### src/rtl/led_matrix_scanner.sv
// Double-buffered 8x8 LED frame buffer with a registered row-scanning driver.
// Optional macro BRIGHTNESS_EN adds a bright[2:0] port that shortens the lit part of each row.
module led_matrix_scanner #(
   parameter int DWELL_CYCLES = 25000,
   parameter int BLANK_CYCLES = 16,
   parameter int CNT_W        = (DWELL_CYCLES > 1) ? $clog2(DWELL_CYCLES) : 1
) (
   input  logic       sysclk,
   input  logic       rst_n,
   input  logic       wr_en,
   input  logic [2:0] wr_x,
   input  logic [2:0] wr_y,
   input  logic       wr_val,
   input  logic       frame_done,
`ifdef BRIGHTNESS_EN
   input  logic [2:0] bright,
`endif
   output logic       busy,
   output logic       swap_ack,
   output logic       frame_start,
   output logic [7:0] Ox,
   output logic [7:0] Oy
);

   localparam logic [CNT_W-1:0] PHASE_LAST = CNT_W'(DWELL_CYCLES - 1);
   localparam logic [CNT_W-1:0] BLANK_END  = CNT_W'(BLANK_CYCLES);

`ifdef BRIGHTNESS_EN
   function automatic logic [CNT_W:0] calc_lit_len(input logic [2:0] level);
      logic [31:0] span;
      span = ((32'(level) + 32'd1) * 32'(DWELL_CYCLES - BLANK_CYCLES)) >> 3;
      return (CNT_W+1)'(span);
   endfunction

   logic [CNT_W:0] lit_len_p1, lit_len_p0;
`endif

   // both buffers in one array; sel_p1 names the one being scanned
   logic [1:0][7:0][7:0] fb_p1, fb_p0;
   logic                 sel_p1, sel_p0;
   logic [2:0]           row_p1, row_p0;
   logic [CNT_W-1:0]     phase_p1, phase_p0;
   logic                 pending_p1, pending_p0;
   logic                 end_of_row, end_of_frame, swap, lit_p0;
   logic [7:0]           ox_p0, oy_p0, ox_p1, oy_p1;
   logic                 ack_p1, fs_p1;

   // stage 0: next scan position, buffer contents and the outputs they imply
   always_comb begin
      end_of_row   = (phase_p1 == PHASE_LAST);
      end_of_frame = end_of_row && (row_p1 == 3'd7);
      swap         = pending_p1 && end_of_frame;
      phase_p0     = end_of_row ? '0 : phase_p1 + 1'b1;
      row_p0       = end_of_row ? row_p1 + 3'd1 : row_p1;
      sel_p0       = sel_p1 ^ swap;
      pending_p0   = swap ? frame_done : (pending_p1 | frame_done);

      // a write in the swap cycle lands before the buffers trade places
      fb_p0 = fb_p1;
      if (wr_en)
         fb_p0[~sel_p1][wr_y][wr_x] = wr_val;
      if (swap)
         fb_p0[sel_p1] = '0;

`ifdef BRIGHTNESS_EN
      lit_len_p0 = end_of_frame ? calc_lit_len(bright) : lit_len_p1;
      lit_p0 = (phase_p0 >= BLANK_END) &&
               ({1'b0, phase_p0} < ({1'b0, BLANK_END} + lit_len_p0));
`else
      lit_p0 = (phase_p0 >= BLANK_END);
`endif

      ox_p0 = lit_p0 ? fb_p0[sel_p0][row_p0] : 8'h00;
      oy_p0 = lit_p0 ? (8'd1 << row_p0) : 8'h00;
   end

   // stage 1: registered state and outputs
   always_ff @(posedge sysclk or negedge rst_n) begin
      if (!rst_n) begin
         fb_p1      <= '0;
         sel_p1     <= 1'b0;
         row_p1     <= 3'd0;
         phase_p1   <= '0;
         pending_p1 <= 1'b0;
         ox_p1      <= 8'h00;
         oy_p1      <= 8'h00;
         ack_p1     <= 1'b0;
         fs_p1      <= 1'b0;
`ifdef BRIGHTNESS_EN
         lit_len_p1 <= calc_lit_len(3'd7);
`endif
      end else begin
         fb_p1      <= fb_p0;
         sel_p1     <= sel_p0;
         row_p1     <= row_p0;
         phase_p1   <= phase_p0;
         pending_p1 <= pending_p0;
         ox_p1      <= ox_p0;
         oy_p1      <= oy_p0;
         ack_p1     <= swap;
         fs_p1      <= end_of_frame;
`ifdef BRIGHTNESS_EN
         lit_len_p1 <= lit_len_p0;
`endif
      end
   end

   assign busy        = pending_p1;
   assign swap_ack    = ack_p1;
   assign frame_start = fs_p1;
   assign Ox          = ox_p1;
   assign Oy          = oy_p1;

endmodule

### config.mk
export PLATFORM = sky130hd
export DESIGN_NAME = led_matrix_scanner
export DESIGN_NICKNAME = d
export VERILOG_FILES = /design/src/rtl/led_matrix_scanner.sv
export SDC_FILE = /design/constraint.sdc
export NUM_CORES = 1
export LEC_CHECK = 0
export CORE_MARGIN = 2
export CORE_UTILIZATION = 45
export CTS_CLUSTER_DIAMETER = 40
export DETAILED_ROUTE_END_ITERATION = 6
export GPL_ROUTABILITY_DRIVEN = 1
export SLEW_MARGIN = 20
export SYNTH_ARGS = -nofsm -noshare
export SYNTH_HDL_FRONTEND = slang
export SYNTH_SLANG_ARGS = --single-unit
### constraint.sdc
create_clock -name sysclk -period 3.8 [get_ports sysclk]
set_input_delay 0.57 -clock sysclk [delete_from_list [all_inputs] [get_ports sysclk]]
set_output_delay 0.57 -clock sysclk [all_outputs]
set_load 0.02 [all_outputs]
## Word-level counts from Yosys, hierarchy flattened

Index checks and enable logic that the tools add are counted.

- Register bits: 166
- Bits of input ports: 11
- Logic and storage cells: 71

- $add $sub $neg: 2
- $lt $le $gt $ge: 11
- Equality and inequality tests: 2
- Shift-type cells: 1
- Mux-type cells: 20
- Bitwise logic cells: 5
- Reduce and logical (&&, ||, !) cells: 6

Operator list:

| kind | number |
|---|---|
| 128-bit 2-to-1 mux | 2 |
| 64-bit 2-to-1 mux | 4 |
| 128-bit bitwise AND | 1 |
| 128-bit bitwise mux | 1 |
| 64-bit demux with 1-bit select | 2 |
| 128-bit NOT | 1 |
| 8-bit 2-to-1 mux | 4 |
| 8-bit binary-select mux with 3-bit select | 1 |
| 8-bit demux with 3-bit select | 1 |
| 15-bit by 1-bit adder with 15-bit output (second input constant) | 1 |
| 15-bit equality test (second input constant) | 1 |
| 15-bit by 5-bit greater-or-equal comparator with 1-bit output (second input constant) | 1 |
| 15-bit 2-to-1 mux | 1 |
| 3-bit by 4-bit < comparator with 1-bit output (second input constant) | 3 |
| 1-bit by 3-bit << shifter with 8-bit output (first input constant) | 1 |
| 3-bit by 1-bit greater-or-equal comparator with 1-bit output (second input constant) | 2 |
| 1-bit logical AND | 6 |
| 1-bit by 2-bit < comparator with 1-bit output (second input constant) | 3 |
| 3-bit by 1-bit adder with 3-bit output (second input constant) | 1 |
| 1-bit demux with 3-bit select | 1 |
| 3-bit equality test (second input constant) | 1 |
| 3-bit 2-to-1 mux | 1 |
| 1-bit greater-or-equal comparator (second input constant) | 2 |
| 1-bit 2-to-1 mux | 2 |
| other kinds (3) | 3 |

## Depth between registers and ports, before layout

Gate-level depths: netlist of the first run.

- Depth after elaboration: 17
- Mapped depth: 12
- Gate-level depth less buffers: 10

## Least setup slack after synthesis of the first run

OpenSTA, ideal clock, no wires.

- Kind: reg-to-reg
- Start: register phase_p1[4]
- End: register ox_p1[1] (netlist: Ox[1])
- Library setup time: 0.101 ns
- Arrival: 2.735 ns
- Required time: 3.699 ns
- Path slack: 0.965 ns
- Cell stages (with the launch flop): 10
- Buffers on the path: 2
- Cells stage by stage: dfrtp_1 buf_2 or4_4 nor4_4 xnor2_1 inv_2 buf_8 mux4_2 and2_1 o32ai_1

- Word-level cells in the longest chain between the ends: 9

Ends and longest elaborated chain:

| item | RTL line | source |
|---|---|---|
| from (decl) | 42 | `logic [CNT_W-1:0] phase_p1, phase_p0;` |
| from (signal assigned) | 96 | `phase_p1 <= phase_p0;` |
| 15-bit equality test (*) | 50 | `end_of_row = (phase_p1 == PHASE_LAST);` |
| 1-bit logical AND (*) | 51 | `end_of_frame = end_of_row && (row_p1 == 3'd7);` |
| 1-bit logical AND (*) | 52 | `swap = pending_p1 && end_of_frame;` |
| net swap | 44 | `logic end_of_row, end_of_frame, swap, lit_p0;` |
| 128-bit 2-to-1 mux or 1-bit bitwise XOR (tied branches) | 62, 55 |  |
| 64-bit 2-to-1 mux (not written as such) (*) (2 in a row) | 73 | `ox_p0 = lit_p0 ? fb_p0[sel_p0][row_p0] : 8'h00;` |
| 8-bit binary-select mux with 3-bit select (*) | 73 |  |
| 8-bit 2-to-1 mux (not written as such) (*) | 73 |  |
| 8-bit 2-to-1 mux (*) | 73 |  |
| net ox_p0[1] | 45 | `logic [7:0] ox_p0, oy_p0, ox_p1, oy_p1;` |
| to (signal assigned) | 98 | `ox_p1 <= ox_p0;` |
| to (decl) | 45 |  |

The timed path passes the listed nets; every way through them passes the cells marked *. The select of a mux whose other input is x is not followed.

## Worst setup path after layout of the first run

- Start: register phase_p1[3]
- End: register ox_p1[4] (netlist: Ox[4])

Same word-level chain as after synthesis.

==> results of run 1 <==
[state kept, by name, indices dropped and copies added (netlist names)]
name	count
fb_p1	128
phase_p1	15
Ox	8
Oy	8
row_p1	3
busy	1
frame_start	1
sel_p1	1
swap_ack	1
[how the worst max path moves through the flow]
stage	startpoint	endpoint
2_1_floorplan	phase_p1[4]$_DFF_PN0_	Ox[1]$_DFF_PN0_
3_3_place_gp	wr_y[0]	Ox[5]$_DFF_PN0_
3_5_place_dp	wr_y[0]	Ox[5]$_DFF_PN0_
4_1_cts	phase_p1[3]$_DFF_PN0_	Ox[1]$_DFF_PN0_
5_1_grt	phase_p1[3]$_DFF_PN0_	Ox[4]$_DFF_PN0_
6_report	phase_p1[3]$_DFF_PN0_	Ox[4]$_DFF_PN0_
[layer usage]
layer	vias up	global-route usage	wire length [um]
met5	-	0	0
met4	0	0.07451	591
met3	38	0.04232	1014
met2	181	0.3764	11530
met1	3601	0.3282	11230
li1	3365	-	-
[metrics by stage]
step	instances	hold WS [ns]	worst slack, ns	area (um2)	utilization
2_1_floorplan	947	0.2744	0.9645	9051	-
4_1_cts	1252	0.1680	0.4899	10420	0.5321
6_report	1252	0.1519	0.5012	10420	0.5321
5_1_grt	1252	0.1863	0.2988	10420	0.5321
3_3_place_gp	1220	0.4855	0.4016	9783	0.4994
3_5_place_dp	1220	0.4931	0.3876	9783	0.4994
[Yosys cell counts (all sizes together), types with 3 or more instances]
| cell type | n |
|---|---|
| nor4b | 3 |
| nand4b | 5 |
| nand3b | 6 |
| ha | 3 |
| buf | 19 |
| xor2 | 10 |
| mux2 | 7 |
| o22ai | 9 |
| a221oi | 3 |
| mux2i | 159 |
| or3b | 3 |
| nor2 | 173 |
| o41ai | 3 |
| nand3 | 42 |
| nor4bb | 6 |
| a32oi | 5 |
| nor4 | 7 |
| mux4 | 3 |
| or3 | 3 |
| nand2 | 90 |
| xnor2 | 6 |
| a21oi | 19 |
| nor3b | 6 |
| clkbuf | 57 |
| dfrtp | 166 |
| o21a | 3 |
| nor2b | 11 |
| or4 | 6 |
| and2 | 5 |
| and4b | 3 |
| and3 | 5 |
| inv | 6 |
| nand4 | 17 |
| o21ai | 6 |
| nor3 | 48 |
[final cells by class]
cell class / count / area [um2] / area share
clock buffers: 21 / 470.5 / 0.04513
well taps: 265 / 331.6 / 0.03181
flip-flops and latches: 166 / 4154 / 0.3985
inverters: 6 / 22.52 / 0.002161
multi-input cells: 699 / 4548 / 0.4363
repair buffers: 84 / 726.9 / 0.06974
clock inverters: 11 / 170.2 / 0.01632
[power groups by stage]
stage,clock network (uW),logic (uW),registers (uW)
2_1_floorplan,0,178,1910
3_3_place_gp,0,295,1910
3_5_place_dp,0,299,1910
4_1_cts,1920,300,1880
5_1_grt,2000,334,1890
6_report,1890,297,1880
[worst register-to-register path, stage by stage (launching register included)]
cell	delay [ns]
dfrtp_1	0.44
or4bb_1	0.64
nor4_4	0.45
xnor2_2	0.12
inv_2	0.37
buf_4	0.28
mux2i_1	0.20
o22ai_1	0.09
or4_1	0.52
o41ai_1	0.07
[kinds of logic after synthesis]
family | share of synthesized area
mux | 0.1920
fa+ha+maj | 0.004148
buf+inv | 0.04036
simple gates | 0.2375
compound gates | 0.05156
xor+xnor | 0.01548
flops | 0.4589
==> flow_metrics.py, run 1 <==
metrics = {
    "run_status": {
        "status": "completed",
    },
    "pwr": {
        "power_frac_comb": 0.073,
        "p_int_uw": 3110,
        "p_total_uw": 4066,
        "max-vdd-ir-drop_uv": 255.0,
        "pwr-share-clk": 0.465,
        "power_switching_uw": 955.7,
        "p_sw_frac": 0.2351,
        "leakage_uw": 0.005009,
        "p_seq_frac": 0.462,
        "power_density_nw_per_um2": 390.0,
    },
    "clock_tree": {
        "postCtsHoldBufs": 0,
        "insertion_delay_ns": 0.43,
        "htreeDepth": 4,
        "numCtsBuffers": 17,
        "cts-root-buf": "clkbuf_16",
        "clock-sinks": 166,
        "cts_tree": "built",
        "clk_path_buf_depth": 2,
        "clk_pin_slew_ns": 0.06,
        "cts_resized": 0,
        "post_cts_buffers": 0,
    },
    "global_route": {
        "grt_max_degree": 72,
        "antenna_found_initial": 0,
        "overflow": 0,
        "first_global_vias": 7076,
        "grt_pass1_wl_um": 39680,
        "track_usage": 0.2361,
    },
    "setup_path": {
        "cpLargestDelayFamily": "simple AND/OR/NAND/NOR gates",
        "r2r_slack_ns": 0.50,
        "r2r_cells": 9,
        "cp_slowest_cell": "or4bb_1",
        "cp_num_cells": 9,
        "cp.required_ns": 4.12,
        "path_cells": "or4bb_1, nor4_4, xnor2_2, inv_2, buf_4, mux2i_1, o22ai_1, or4_1, o41ai_1",
        "crit_type": "reg -> reg",
        "path_max_fanout": 16,
        "r2r-end": "Ox[4]$_DFF_PN0_",
        "slowest_delay_ns": 0.64,
        "reg2reg_from": "phase_p1[3]$_DFF_PN0_",
        "cp_data_arrival_time_ns": 3.62,
        "cp_num_buf_inv": 2,
        "cp-start-kind": "flop",
        "crit_path_end_kind": "flop",
    },
    "detailed_routing": {
        "num_vias": 7185,
        "drt_iter0_drc": 572,
        "antenna_left": 0,
        "drc_errors": 0,
        "first_pass_iters": 5,
        "wire_per_inst_um": 19.46,
        "vias_per_cell": 5.739,
        "wl_um": 24370,
    },
    "timing": {
        "final.period_utilization": 0.8681,
        "clock-skew-final_ns": 0.01302,
        "hold_viol": 0,
        "setup_viol": 0,
        "maxSlewViolCount": 0,
        "fmax_mhz": 303.1,
        "fin_crit_ns": 3.299,
        "max_slew_margin": 0.3897,
        "worstMarginPinSlew_ns": 0.9154,
        "grt_setup_unrepaired": "false",
        "fin_setup_tns_ns": 0,
    },
    "synthesis": {
        "synth_top_area_cell": "dfrtp_1",
        "synth_cells": 947,
        "synth_ff_type": "dfrtp_1",
        "postSynthNetCount": 961,
        "synth.distinct_cells": 62,
        "synth_top_area_share": 0.4589,
        "syn-cell-area_um2": 9051,
        "async_reset_ff_frac": 1.000,
        "synth_edf_count": 0,
        "yosysSeqAreaShare": 0.4589,
        "yosys-top-cells-area": "dfrtp_1, mux2i_1, nor2_1",
        "synth_seq_cells": 166,
        "yosysWarnings": 0,
        "synth_area_per_cell_um2": 9.558,
    },
    "final_layout": {
        "drive_gt1_frac": 0.1125,
        "nFillCells": 1829,
        "num_antenna_cells": 0,
        "nNetsFinal": 988,
        "syn_to_final_growth_pct": 15.16,
        "final_common_cell": "nor2_1",
        "layout_common_cells": "nor2_1, dfrtp_1, mux2i_1, nand2_1, buf_4",
    },
    "floorplanning": {
        "ios": 30,
        "die_h_um": 145.8,
        "core_area_um2": 19590,
        "rows": 51,
        "die_w_um": 145.8,
        "die_area_um2": 21260,
        "initial_core_util": 0.4620,
    },
    "worst_hold_path": {
        "hold_path_class": "in -> async",
    },
    "flow_run": {
        "maxCapViolCount": 0,
    },
    "placed_design": {
        "gp_congestion": 0.8471,
        "hpwl_um": 15870,
        "portBuffers": 29,
    },
}
No activity file was read; power rests on OpenSTA's default activity.
==> run 2, diff against run 1 <==
--- a/config.mk
+++ b/config.mk
@@ -5,7 +5,8 @@
 export SDC_FILE = /design/constraint.sdc
 export NUM_CORES = 1
 export LEC_CHECK = 0
-export CORE_MARGIN = 2
+export ABC_CLOCK_PERIOD_IN_PS = 3800
+export CORE_MARGIN = 5
 export CORE_UTILIZATION = 45
 export CTS_CLUSTER_DIAMETER = 40
 export DETAILED_ROUTE_END_ITERATION = 6
==> flow_metrics.py, run 2 (synthesis gave the netlist of run 1 again) <==
metrics = {
    "pwr": {
        "max-vdd-ir-drop_uv": 335.7,
        "p_int_uw": 2871,
        "power_switching_uw": 987.7,
        "power_frac_comb": 0.076,
        "power_density_nw_per_um2": 373.5,
        "p_sw_frac": 0.2559,
        "leakage_uw": 0.004943,
        "p_seq_frac": 0.487,
        "pwr-share-clk": 0.438,
    },
    "final_layout": {
        "regArea_um2": 4154,
        "multi_input_area_um2": 4548,
        "final_common_cell": "nor2_1",
        "nFillCells": 1825,
        "layout_common_cells": "nor2_1, dfrtp_1, mux2i_1, nand2_1, nor3_1",
        "largest_register_ffs": 128,
        "regMostFlops": "fb_p1",
        "syn_to_final_growth_pct": 14.16,
        "num_antenna_cells": 0,
        "layout.cells.non_filler": 1246,
        "nNetsFinal": 982,
        "reg_top3": "fb_p1 x128, phase_p1 x15",
        "drive_gt1_frac": 0.1070,
    },
    "placed_design": {
        "dp_cells": 1214,
        "hpwl_um": 15740,
        "gp_congestion": 0.8509,
        "portBuffers": 29,
    },
    "global_route": {
        "track_usage": 0.2140,
        "antenna_found_initial": 0,
        "grt_pass1_wl_um": 39980,
        "grt_max_degree": 95,
        "overflow": 0,
        "first_global_vias": 7087,
    },
    "setup_path": {
        "crit_path_end_kind": "flop",
        "path_cells": "or4bb_1, nor4_4, xnor2_2, inv_2, buf_12, mux4_2, and2_1, o32ai_1",
        "crit_type": "reg -> reg",
        "cp.required_ns": 4.11,
        "path_max_fanout": 24,
        "cp_slowest_cell": "or4bb_1",
        "cp-start-kind": "flop",
        "cp_data_arrival_time_ns": 3.60,
        "r2r_cells": 8,
        "slowest_delay_ns": 0.65,
    },
    "detailed_routing": {
        "drt_iter0_drc": 517,
        "wire_per_inst_um": 19.45,
        "num_vias": 7038,
        "first_pass_iters": 5,
        "wl_um": 24230,
        "antenna_left": 0,
        "drc_errors": 0,
        "vias_per_cell": 5.648,
    },
    "floorplanning": {
        "rows": 51,
        "core_area_um2": 19650,
        "ios": 30,
        "die_area_um2": 23050,
        "initial_core_util": 0.4605,
        "die_w_um": 151.8,
        "die_h_um": 151.8,
    },
    "clock_tree": {
        "htreeDepth": 4,
        "clk_pin_slew_ns": 0.07,
        "post_cts_buffers": 0,
        "numCtsBuffers": 17,
        "cts_tree": "built",
        "cts_resized": 0,
        "clk_path_buf_depth": 2,
        "postCtsHoldBufs": 0,
        "insertion_delay_ns": 0.43,
        "cts-root-buf": "clkbuf_16",
        "clock-sinks": 166,
    },
    "run_status": {
        "status": "completed",
    },
    "timing": {
        "final.period_utilization": 0.8646,
        "fin_setup_tns_ns": 0,
        "hold_viol": 0,
        "setup_viol": 0,
        "hold_ws_ns": 0.2057,
        "fmax_mhz": 304.4,
        "clock-skew-final_ns": 0.01135,
        "worstMarginPinSlew_ns": 0.9021,
        "grt_setup_unrepaired": "false",
        "maxSlewViolCount": 0,
        "max_slew_margin": 0.3986,
        "fin_crit_ns": 3.286,
    },
    "worst_hold_path": {
        "hold_path_class": "in -> async",
    },
    "flow_run": {
        "maxCapViolCount": 0,
    },
}
## run 2: cell count changes in the layout (fill, tap and decap cells not counted), moves of 3 or more
cell / delta
inv_6: +4
bufinv_16: -3
clkbuf_8: -3
buf_4: -8
## run 2: power groups by stage
stage | clock network (uW) | registers (uW) | logic [uW]
finish | 1690 | 1880 | 292
global route | 1820 | 1890 | 332
CTS | 1730 | 1880 | 294
detailed placement | 0 | 1910 | 293
global placement | 0 | 1910 | 288
floorplan | 0 | 1910 | 178
## run 2: per-layer routing
metal  up-vias  wire length (um)  global-route usage
li1       3359                 -                   -
met1      3466             11100              0.3054
met2       188             11440              0.3349
met3        25              1304             0.04345
met4         0               390             0.05651
met5         -                 0                   0
## run 2: final timing paths
| path | startpoint | endpoint | slack, ns |
|---|---|---|---|
| worst max-delay path | phase_p1[3]$_DFF_PN0_ | Ox[1]$_DFF_PN0_ | 0.51 |
| worst min-delay path | rst_n | fb_p1[109]$_DFF_PN0_ | 0.21 |
| worst max register to register | phase_p1[3]$_DFF_PN0_ | Ox[1]$_DFF_PN0_ | 0.51 |
| worst min register to register | phase_p1[0]$_DFF_PN0_ | phase_p1[0]$_DFF_PN0_ | 0.49 |
| max in group asynchronous | rst_n | fb_p1[41]$_DFF_PN0_ | 2.59 |
| min in group sysclk | phase_p1[0]$_DFF_PN0_ | phase_p1[0]$_DFF_PN0_ | 0.49 |
## run 2: per-stage QoR
| step | cell area (um2) | worst slack [ns] | utilization | power (uW) |
|---|---|---|---|---|
| 2_1_floorplan | 9051 | 0.9645 | - | 2083 |
| 3_3_place_gp | 9763 | 0.4338 | 0.4968 | 2198 |
| 3_5_place_dp | 9763 | 0.4122 | 0.4968 | 2206 |
| 4_1_cts | 10330 | 0.5098 | 0.5257 | 3901 |
| 5_1_grt | 10330 | 0.3492 | 0.5257 | 4035 |
| 6_report | 10330 | 0.5144 | 0.5257 | 3859 |
## run 2: area by class of cell
cell class                 count  area share
multi-input combinational    699      0.4402
sequential                   166      0.4020
timing repair buffer          78     0.06842
clock buffer                  18     0.04154
tap                          265     0.03209
clock inverter                14     0.01356
inverter                       6    0.002180
## run 2: worst max-delay path, delay by kind of cell, from the launching register on
family,cells,cell delay (ns)
mux,1,0.51
compound gates,1,0.31
buf+inv,2,0.58
xor+xnor,1,0.11
flops,1,0.45
simple gates,3,1.19
